## src/rtl/mem_bus_arbiter_pkg.sv

```systemverilog
// Shared types and encodings for the memory bus arbiter: FSM states,
// transaction owner and the bus size codes.
package mem_bus_arbiter_pkg;

    // Arbiter FSM: one transaction in flight, address phase then data phase.
    typedef enum logic [1:0] {
        ARB_IDLE = 2'd0,
        ARB_ADDR = 2'd1,
        ARB_DATA = 2'd2
    } arb_state_t;

    // Which side owns the transaction currently on the bus.
    typedef enum logic {
        OWN_INST = 1'b0,
        OWN_DATA = 1'b1
    } arb_owner_t;

    // Bus size codes.
    localparam logic [1:0] SIZE_BYTE = 2'd0;
    localparam logic [1:0] SIZE_HALF = 2'd1;
    localparam logic [1:0] SIZE_WORD = 2'd2;

endpackage

```

## src/rtl/mem_bus_arbiter_if.sv

```systemverilog
// Signal bundle between the arbiter, its two clients (fetch and LSU) and the
// shared sram-like memory bus. The master modport is the arbiter's view: it
// masters the shared bus and answers both clients. The slave modport is the
// environment's view (clients plus memory).
interface mem_bus_arbiter_if #(
    parameter int ADDR_W = 32,
    parameter int DATA_W = 32
);
    // fetch side
    logic                  inst_req;
    logic [ADDR_W-1:0]     inst_addr;
    logic                  inst_addr_ok;
    logic                  inst_data_ok;
    logic [DATA_W-1:0]     inst_rdata;
    // data side
    logic                  data_req;
    logic                  data_wr;
    logic [1:0]            data_size;
    logic [DATA_W/8-1:0]   data_wstrb;
    logic [ADDR_W-1:0]     data_addr;
    logic [DATA_W-1:0]     data_wdata;
    logic                  data_addr_ok;
    logic                  data_data_ok;
    logic [DATA_W-1:0]     data_rdata;
    // pipeline flush
    logic                  ex_en;
    // shared memory bus
    logic                  bus_req;
    logic                  bus_wr;
    logic [1:0]            bus_size;
    logic [DATA_W/8-1:0]   bus_wstrb;
    logic [ADDR_W-1:0]     bus_addr;
    logic [DATA_W-1:0]     bus_wdata;
    logic                  bus_addr_ok;
    logic                  bus_data_ok;
    logic [DATA_W-1:0]     bus_rdata;
    // status
    logic                  busy;

    modport master (
        input  inst_req, inst_addr,
        output inst_addr_ok, inst_data_ok, inst_rdata,
        input  data_req, data_wr, data_size, data_wstrb, data_addr, data_wdata,
        output data_addr_ok, data_data_ok, data_rdata,
        input  ex_en,
        output bus_req, bus_wr, bus_size, bus_wstrb, bus_addr, bus_wdata,
        input  bus_addr_ok, bus_data_ok, bus_rdata,
        output busy
    );

    modport slave (
        output inst_req, inst_addr,
        input  inst_addr_ok, inst_data_ok, inst_rdata,
        output data_req, data_wr, data_size, data_wstrb, data_addr, data_wdata,
        input  data_addr_ok, data_data_ok, data_rdata,
        output ex_en,
        input  bus_req, bus_wr, bus_size, bus_wstrb, bus_addr, bus_wdata,
        output bus_addr_ok, bus_data_ok, bus_rdata,
        input  busy
    );

endinterface

```

## src/rtl/mem_bus_arbiter.sv

```systemverilog
// Memory bus arbiter: shares one sram-like bus between instruction fetch
// (read only) and the LSU (read/write). One transaction in flight; the data
// side wins ties, but after STARVE_LIMIT consecutive data grants with fetch
// waiting, fetch is forced through. A flush during an owned fetch lets the
// bus transaction finish but swallows its response.
module mem_bus_arbiter
    import mem_bus_arbiter_pkg::*;
#(
    parameter int ADDR_W       = 32,
    parameter int DATA_W       = 32,
    parameter int STARVE_LIMIT = 4
) (
    input  logic               clk,
    input  logic               rstn,
    mem_bus_arbiter_if.master  arb
);

    localparam int STRB_W = DATA_W / 8;
    localparam int CNT_W  = $clog2(STARVE_LIMIT + 1);
    localparam logic [CNT_W-1:0] CNT_MAX = CNT_W'(STARVE_LIMIT);

    // Request fields as presented on the bus.
    typedef struct packed {
        logic              wr;
        logic [1:0]        size;
        logic [STRB_W-1:0] wstrb;
        logic [ADDR_W-1:0] addr;
        logic [DATA_W-1:0] wdata;
    } bus_fld_t;

    arb_state_t        state_q, state_d;
    arb_owner_t        owner_q, owner_d;
    logic              discard_q, discard_d;
    logic [CNT_W-1:0]  starve_q, starve_d;

    bus_fld_t          fld_p0;
    bus_fld_t          fld_p1;

    logic              inst_starved;
    logic              grant_data;
    logic              grant_inst;
    logic              resp;
    logic              inst_ok;
    logic              data_ok;

    function automatic logic [CNT_W-1:0] sat_inc(input logic [CNT_W-1:0] v);
        return (v >= CNT_MAX) ? CNT_MAX : v + CNT_W'(1);
    endfunction

    // Grant decision in IDLE: data first unless fetch has waited out its limit.
    // Grants are masked during reset so every output reads 0 while rstn is low.
    always_comb begin
        inst_starved = arb.inst_req && (starve_q == CNT_MAX);
        grant_data   = rstn && (state_q == ARB_IDLE) && arb.data_req && !inst_starved;
        grant_inst   = rstn && (state_q == ARB_IDLE) && arb.inst_req && !arb.ex_en
                       && !grant_data;
    end

    // Select the request fields to latch when a grant is given.
    always_comb begin
        fld_p0 = fld_p1;
        if (grant_data) begin
            fld_p0 = '{wr:    arb.data_wr,
                       size:  arb.data_size,
                       wstrb: arb.data_wstrb,
                       addr:  arb.data_addr,
                       wdata: arb.data_wdata};
        end else if (grant_inst) begin
            fld_p0 = '{wr:    1'b0,
                       size:  SIZE_WORD,
                       wstrb: '0,
                       addr:  arb.inst_addr,
                       wdata: '0};
        end
    end

    // Next-state logic: FSM, owner, flush-discard flag and starvation counter.
    always_comb begin
        state_d   = state_q;
        owner_d   = owner_q;
        discard_d = discard_q;
        starve_d  = starve_q;
        case (state_q)
            ARB_IDLE: begin
                discard_d = 1'b0;
                if (grant_data) begin
                    state_d  = ARB_ADDR;
                    owner_d  = OWN_DATA;
                    starve_d = arb.inst_req ? sat_inc(starve_q) : '0;
                end else if (grant_inst) begin
                    state_d  = ARB_ADDR;
                    owner_d  = OWN_INST;
                    starve_d = '0;
                end else if (!arb.inst_req) begin
                    starve_d = '0;
                end
            end
            ARB_ADDR: begin
                if (owner_q == OWN_INST && arb.ex_en) begin
                    discard_d = 1'b1;
                end
                // A response in the same cycle as acceptance is not honoured.
                if (arb.bus_addr_ok) begin
                    state_d = ARB_DATA;
                end
            end
            ARB_DATA: begin
                if (arb.bus_data_ok) begin
                    state_d   = ARB_IDLE;
                    discard_d = 1'b0;
                end else if (owner_q == OWN_INST && arb.ex_en) begin
                    discard_d = 1'b1;
                end
            end
            default: begin
                state_d = ARB_IDLE;
            end
        endcase
    end

    // Client responses and bus drive. A flush arriving in the very cycle of
    // the fetch response also suppresses it, so no stale instruction escapes.
    always_comb begin
        resp    = (state_q == ARB_DATA) && arb.bus_data_ok;
        inst_ok = resp && (owner_q == OWN_INST) && !discard_q && !arb.ex_en;
        data_ok = resp && (owner_q == OWN_DATA);

        arb.inst_addr_ok = grant_inst;
        arb.data_addr_ok = grant_data;
        arb.inst_data_ok = inst_ok;
        arb.inst_rdata   = inst_ok ? arb.bus_rdata : '0;
        arb.data_data_ok = data_ok;
        arb.data_rdata   = (data_ok && !fld_p1.wr) ? arb.bus_rdata : '0;

        arb.bus_req   = (state_q == ARB_ADDR);
        arb.bus_wr    = fld_p1.wr;
        arb.bus_size  = fld_p1.size;
        arb.bus_wstrb = fld_p1.wstrb;
        arb.bus_addr  = fld_p1.addr;
        arb.bus_wdata = fld_p1.wdata;
        arb.busy      = (state_q != ARB_IDLE);
    end

    // Control state registers.
    always_ff @(posedge clk or negedge rstn) begin
        if (!rstn) begin
            state_q   <= ARB_IDLE;
            owner_q   <= OWN_INST;
            discard_q <= 1'b0;
            starve_q  <= '0;
        end else begin
            state_q   <= state_d;
            owner_q   <= owner_d;
            discard_q <= discard_d;
            starve_q  <= starve_d;
        end
    end

    // ---- stage p0 -> p1: latched request fields driven onto the bus ----
    always_ff @(posedge clk or negedge rstn) begin
        if (!rstn) begin
            fld_p1 <= '0;
        end else begin
            fld_p1 <= fld_p0;
        end
    end

    // The bus must never accept a request and respond to it in one cycle.
    a_no_addr_and_data_ok: assert property (
        @(posedge clk) disable iff (!rstn)
        (state_q == ARB_ADDR) |-> !(arb.bus_addr_ok && arb.bus_data_ok)
    );

endmodule

```

## src/flat_wrapper.sv

```systemverilog
// flat-port wrapper written by rule: the top's interface ports become plain ports
module mem_bus_arbiter_flat import mem_bus_arbiter_pkg::*;
#(
    parameter int ADDR_W       = 32,
    parameter int DATA_W       = 32,
    parameter int STARVE_LIMIT = 4
)
  (clk, rstn, arb_inst_req, arb_inst_addr, arb_inst_addr_ok, arb_inst_data_ok, arb_inst_rdata, arb_data_req, arb_data_wr, arb_data_size, arb_data_wstrb, arb_data_addr, arb_data_wdata, arb_data_addr_ok, arb_data_data_ok, arb_data_rdata, arb_ex_en, arb_bus_req, arb_bus_wr, arb_bus_size, arb_bus_wstrb, arb_bus_addr, arb_bus_wdata, arb_bus_addr_ok, arb_bus_data_ok, arb_bus_rdata, arb_busy);
  mem_bus_arbiter_if #(.ADDR_W(ADDR_W), .DATA_W(DATA_W)) arb_i ();
  input  logic clk;
  input  logic rstn;
  input wire logic [$bits(arb_i.inst_req)-1:0] arb_inst_req;
  input wire logic [$bits(arb_i.inst_addr)-1:0] arb_inst_addr;
  output wire logic [$bits(arb_i.inst_addr_ok)-1:0] arb_inst_addr_ok;
  output wire logic [$bits(arb_i.inst_data_ok)-1:0] arb_inst_data_ok;
  output wire logic [$bits(arb_i.inst_rdata)-1:0] arb_inst_rdata;
  input wire logic [$bits(arb_i.data_req)-1:0] arb_data_req;
  input wire logic [$bits(arb_i.data_wr)-1:0] arb_data_wr;
  input wire logic [$bits(arb_i.data_size)-1:0] arb_data_size;
  input wire logic [$bits(arb_i.data_wstrb)-1:0] arb_data_wstrb;
  input wire logic [$bits(arb_i.data_addr)-1:0] arb_data_addr;
  input wire logic [$bits(arb_i.data_wdata)-1:0] arb_data_wdata;
  output wire logic [$bits(arb_i.data_addr_ok)-1:0] arb_data_addr_ok;
  output wire logic [$bits(arb_i.data_data_ok)-1:0] arb_data_data_ok;
  output wire logic [$bits(arb_i.data_rdata)-1:0] arb_data_rdata;
  input wire logic [$bits(arb_i.ex_en)-1:0] arb_ex_en;
  output wire logic [$bits(arb_i.bus_req)-1:0] arb_bus_req;
  output wire logic [$bits(arb_i.bus_wr)-1:0] arb_bus_wr;
  output wire logic [$bits(arb_i.bus_size)-1:0] arb_bus_size;
  output wire logic [$bits(arb_i.bus_wstrb)-1:0] arb_bus_wstrb;
  output wire logic [$bits(arb_i.bus_addr)-1:0] arb_bus_addr;
  output wire logic [$bits(arb_i.bus_wdata)-1:0] arb_bus_wdata;
  input wire logic [$bits(arb_i.bus_addr_ok)-1:0] arb_bus_addr_ok;
  input wire logic [$bits(arb_i.bus_data_ok)-1:0] arb_bus_data_ok;
  input wire logic [$bits(arb_i.bus_rdata)-1:0] arb_bus_rdata;
  output wire logic [$bits(arb_i.busy)-1:0] arb_busy;
  assign arb_i.inst_req = arb_inst_req;
  assign arb_i.inst_addr = arb_inst_addr;
  assign arb_inst_addr_ok = arb_i.inst_addr_ok;
  assign arb_inst_data_ok = arb_i.inst_data_ok;
  assign arb_inst_rdata = arb_i.inst_rdata;
  assign arb_i.data_req = arb_data_req;
  assign arb_i.data_wr = arb_data_wr;
  assign arb_i.data_size = arb_data_size;
  assign arb_i.data_wstrb = arb_data_wstrb;
  assign arb_i.data_addr = arb_data_addr;
  assign arb_i.data_wdata = arb_data_wdata;
  assign arb_data_addr_ok = arb_i.data_addr_ok;
  assign arb_data_data_ok = arb_i.data_data_ok;
  assign arb_data_rdata = arb_i.data_rdata;
  assign arb_i.ex_en = arb_ex_en;
  assign arb_bus_req = arb_i.bus_req;
  assign arb_bus_wr = arb_i.bus_wr;
  assign arb_bus_size = arb_i.bus_size;
  assign arb_bus_wstrb = arb_i.bus_wstrb;
  assign arb_bus_addr = arb_i.bus_addr;
  assign arb_bus_wdata = arb_i.bus_wdata;
  assign arb_i.bus_addr_ok = arb_bus_addr_ok;
  assign arb_i.bus_data_ok = arb_bus_data_ok;
  assign arb_i.bus_rdata = arb_bus_rdata;
  assign arb_busy = arb_i.busy;
  mem_bus_arbiter #(.ADDR_W(ADDR_W), .DATA_W(DATA_W), .STARVE_LIMIT(STARVE_LIMIT)) u_core (.clk(clk), .rstn(rstn), .arb(arb_i));
endmodule
```

## config.mk

```make
export PLATFORM = sky130hd
export DESIGN_NAME = mem_bus_arbiter_flat
export DESIGN_NICKNAME = d
export VERILOG_FILES = /design/src/rtl/mem_bus_arbiter_pkg.sv /design/src/rtl/mem_bus_arbiter_if.sv /design/src/rtl/mem_bus_arbiter.sv /design/src/flat_wrapper.sv
export SDC_FILE = /design/constraint.sdc
export NUM_CORES = 1
export LEC_CHECK = 0
export ABC_AREA = 1
export CORE_MARGIN = 8
export CORE_UTILIZATION = 35
export DETAILED_ROUTE_END_ITERATION = 8
export MAX_ROUTING_LAYER = met4
export PLACE_DENSITY = 0.86
export RECOVER_POWER = 25
export SYNTH_ARGS = -nofsm -noshare
export SYNTH_HDL_FRONTEND = slang
export SYNTH_SLANG_ARGS = --single-unit
```

## constraint.sdc

```tcl
create_clock -name clk -period 2.2 [get_ports clk]
set_input_delay 0.44 -clock clk [delete_from_list [all_inputs] [get_ports clk]]
set_output_delay 0.44 -clock clk [all_outputs]
set_load 0.005 [all_outputs]
```

==> impl_summary.md <==
Synthesis
Summing the areas of all xor and xnor instances in the mapped netlist gives 0% of the synthesized area. The count of state elements after synthesis is 78. The synthesized design spends more area on one cell type than any other, namely sky130_fd_sc_hd__dfrtp_1.

The adder-cell area share of the yosys netlist is 2.58%. The average size of a mapped cell is 7.58 um2. By count the netlist is led by sky130_fd_sc_hd__nand2_1 (158), sky130_fd_sc_hd__nor2_1 (101), sky130_fd_sc_hd__dfrtp_1 (78). The simple logic cell fraction of the synthesized area is 28.0%. Summed over its instances, the top area cell type makes up 50.3% of the synthesized netlist area. Among all cell types in the netlist, the one instantiated most often is sky130_fd_sc_hd__nand2_1.

The count of warnings emitted by yosys is 0. The synthesized netlist devotes 9.09% of its cell area to compound gates. The number of synthesized flops with an enable pin is 0. The cell area after synthesis is 3880 um2. Synthesis produced 512 cells. The combinational family with the most area after synthesis is simple AND/OR/NAND/NOR gates. By area the synthesized netlist is led by sky130_fd_sc_hd__dfrtp_1 (50%), sky130_fd_sc_hd__nand2_1 (15%), sky130_fd_sc_hd__nor2_1 (9.8%).

After synthesis, the netlist uses 21 different library cells. The most frequently used flop master after synthesis is sky130_fd_sc_hd__dfrtp_1. In the synthesized netlist the async set-or-reset flop fraction comes to 100%. Multiplexer cells account for 0% of the synthesized area.

The number of nets handed over by synthesis was 662. After synthesis, flip-flops and latches occupy 50.3% of the total area.

Clocking
Hold repair after CTS inserted 0 buffers. Counting along the longest clock path gives a buffer depth of 2. The number of clock sinks is 78.

The number of clock buffers inserted by TritonCTS is 9. Clock latency on the worst-skew pair, taken at its later pin, is 340 ps. The clock slew at the register clock pins of the worst setup and hold paths is 90 ps. The CTS tree is done. Clock tree synthesis selected as its root buffer the cell sky130_fd_sc_hd__clkbuf_8. The depth of the CTS H-tree is 3.

Route
The first routing iteration left 232 violations. After detailed routing, the average wire length per cell comes to 17.8 um. After detailed routing, the total wire length is 17,000 um. The number of antenna-violating nets in the routed design is 0. The pre-antenna-repair detailed-routing pass consisted of 4 iterations. The ratio of routed vias to standard cells is 4.66.

The count of unresolved DRC violations after routing is 0. The final route contains 4,463 vias.

Critical path
In this design, the stage delay of the slowest critical-path cell is 400 ps. The data arrival time of the critical path is 1710 ps. Setup slack on the worst reg-to-reg path comes out at 130 ps. The cell type with the highest occurrence count on the critical path is sky130_fd_sc_hd__inv_2. In this run the critical register-to-register path is launched from u_core.state_q[0].

The worst setup path is of the reg2out kind. The kind of cell with the highest combined delay along the critical path is buffers and inverters. The number of buffers and inverters on the critical path is 5. STA classifies the critical path endpoint as an output pin. The capture instance of the worst register-to-register path is u_core.arb.bus_addr[19]. Traced cell by cell, the critical path runs through inv_2, ha_4, nand2_4, inv_2, nand3_4, buf_8, buf_4, nor2_1, buf_2. Data on the critical path is required at its endpoint by 1760 ps. For the worst flop-to-flop path, the logic depth is 12. The critical-path maximum fanout is 5.

The critical path launch point type is a flop. The largest individual stage delay along the critical path comes from the cell sky130_fd_sc_hd__dfrtp_1.

Cells and area
The multi-input combinational cells in the finished layout cover a total of 1650 um2. The area occupied by registers is 1950 um2. In the final layout, the share of cells above drive strength 1 is 16.8%.

The post-synthesis to final-layout area growth is 82.3%. 0 antenna diodes ended up in the layout. The filler cells instantiated in the layout total 953. Cells fill 65.3% of the core in the end. In the final design database the tool counted 962 nets.

Power
The maximum vdd drop is 671 uV. The analysis attributes to cell leakage a power of 0.00359 uW. The power per cell area is 1010 nW/um2.

Global route
The initial antenna violation count is 0. Entering global routing, the biggest net connects 51 pins. The global router's overall resource usage is 23.0%. The first-pass GRT wire length is 25,600 um. The total congestion overflow is 0.

The via count of the first global-routing pass came to 4,560.

Floorplan
From left edge to right edge, the die measures 121 um. The core region is 10,800 um2. The top-level port count is 283. The floorplan has 38 rows. The die covers 14,700 um2. The initial utilization of the core area, before any placement, comes to 35.8%. The die outline height is 121 um.

Timing
The highest attainable clock frequency is 466 MHz. The hold violation count in the final report is 0. The max-slew violation count was 0. After routing, the total negative slack on setup checks comes to 0 ps. The slew at the pin closest to its max-slew limit is 665 ps.

The count of endpoints failing setup in the final report is 0. The headroom to the max-slew limit is 55.7%. For the finished layout, the period the worst path requires is 2150 ps.

After layout, the worst path uses 97.5% of the clock period. The setup clock skew after layout is 13.3 ps. Setup repair after global routing could not meet its margin everywhere.

Flow run
The max-cap check violation count is 0.

Placed design
The detailed placer's ending HPWL is 13,200 um. The weighted congestion at the end of routability-driven global placement is 0.925. Input and output buffers added on the ports amount to 282.

Min path
The kind of path behind the tightest hold check is in2async.

Run status
The run finished with clean final reports.
[state kept, by name, summed over array words and instances, names as in the netlist]
register and count:
u_core.state_q 2, u_core.arb.bus_wstrb 4, u_core.arb.bus_size 2, u_core.arb.bus_addr 32, u_core.owner_q 1, u_core.starve_q 3, u_core.discard_q 1, u_core.arb.bus_wdata 32
u_core.arb.bus_wr 1
[power breakdown]
part | switching [uW] | internal, uW
Clock | 556 | 648
Sequential | 382 | 2110
Combinational | 1520 | 1970
[how the worst max path moves through the flow]
stage          slack (ps)                  to         startpoint  depth (start not counted)
6_report               50   arb_inst_rdata[5]  u_core.state_q[0]                          9
5_1_grt               -30   arb_inst_rdata[5]  u_core.state_q[0]                          9
4_1_cts               -60  arb_data_rdata[13]  u_core.state_q[0]                          9
3_5_place_dp         -350  arb_data_rdata[13]    arb_bus_data_ok                          7
3_3_place_gp         -290  arb_data_rdata[29]    arb_bus_data_ok                          7
2_1_floorplan         450  arb_data_rdata[10]  u_core.state_q[0]                          7
[timing repair]
item                       CTS  global route
cloned                       2             0
pin swaps                    5             3
setup endpoints to repair   69            52
buffers inserted            11             2
resized for setup          232            33
[metal layers]
layer | part of all wire (%) | track usage (%) | up-vias | wire length (um)
met5 | 0 | - | - | 0
met4 | 2.8 | 9.10 | 0 | 471
met3 | 7.2 | 5.40 | 26 | 1230
met2 | 54 | 42.2 | 203 | 9190
met1 | 36 | 23.1 | 2078 | 6100
li1 | - | - | 2156 | -
[kinds of logic (layout without fill, tap and decap cells)]
| group | Yosys count | after routing |
|---|---|---|
| buffers and inverters | 80 | 385 |
| adders and majority gates | 8 | 8 |
| DFF | 78 | 78 |
| and+or+nand+nor | 276 | 276 |
| AOI/OAI and AO/OA | 70 | 70 |
[through the flow]
step | worst slack, ps | power (uW) | instance area [um2] | instances | hold slack [ps]
after floorplan | 451 | 3700 | 3880 | 512 | 144
after global placement | -288 | 5830 | 6890 | 928 | 453
after detailed placement | -352 | 5950 | 6890 | 928 | 458
after CTS | -61.3 | 7270 | 7110 | 956 | 130
after global routing | -30.0 | 7720 | 7080 | 957 | 248
final | 54.8 | 7180 | 7080 | 957 | 227
[placed cells by master (no fill, tap or decap)]
cell,n
sky130_fd_sc_hd__clkdlybuf4s50_1,209
sky130_fd_sc_hd__inv_2,4
sky130_fd_sc_hd__nand3_4,1
sky130_fd_sc_hd__a21boi_0,1
sky130_fd_sc_hd__inv_6,1
sky130_fd_sc_hd__buf_2,47
sky130_fd_sc_hd__buf_8,1
sky130_fd_sc_hd__nor2_2,18
sky130_fd_sc_hd__nand2_2,2
sky130_fd_sc_hd__a21oi_1,31
sky130_fd_sc_hd__clkinv_4,2
sky130_fd_sc_hd__clkdlybuf4s15_2,1
sky130_fd_sc_hd__bufinv_16,2
sky130_fd_sc_hd__inv_4,2
sky130_fd_sc_hd__clkbuf_1,2
sky130_fd_sc_hd__nor2_4,2
sky130_fd_sc_hd__inv_1,46
sky130_fd_sc_hd__nand2_4,3
sky130_fd_sc_hd__nand3_1,7
sky130_fd_sc_hd__nor2_1,83
sky130_fd_sc_hd__nand2_8,1
sky130_fd_sc_hd__clkinvlp_4,1
sky130_fd_sc_hd__nand2_1,156
sky130_fd_sc_hd__dlygate4sd2_1,20
sky130_fd_sc_hd__buf_16,1
sky130_fd_sc_hd__nand4_1,3
sky130_fd_sc_hd__o21ai_1,4
sky130_fd_sc_hd__dfrtp_1,77
sky130_fd_sc_hd__buf_6,5
sky130_fd_sc_hd__dlymetal6s2s_1,1
sky130_fd_sc_hd__clkbuf_2,3
sky130_fd_sc_hd__o21ai_0,34
sky130_fd_sc_hd__dfrtp_2,1
sky130_fd_sc_hd__buf_12,2
sky130_fd_sc_hd__buf_4,26
sky130_fd_sc_hd__ha_1,6
sky130_fd_sc_hd__clkbuf_8,9
sky130_fd_sc_hd__ha_4,2
[cell type report]
type,count,area share (%)
clock buffer,10,1.80
clock inverter,6,1.33
inverter,52,2.83
multi-input combinational,354,23.3
sequential,78,27.6
tap,140,2.48
timing repair buffer,317,40.7
Note: power is estimated with default switching activity, not from simulation.
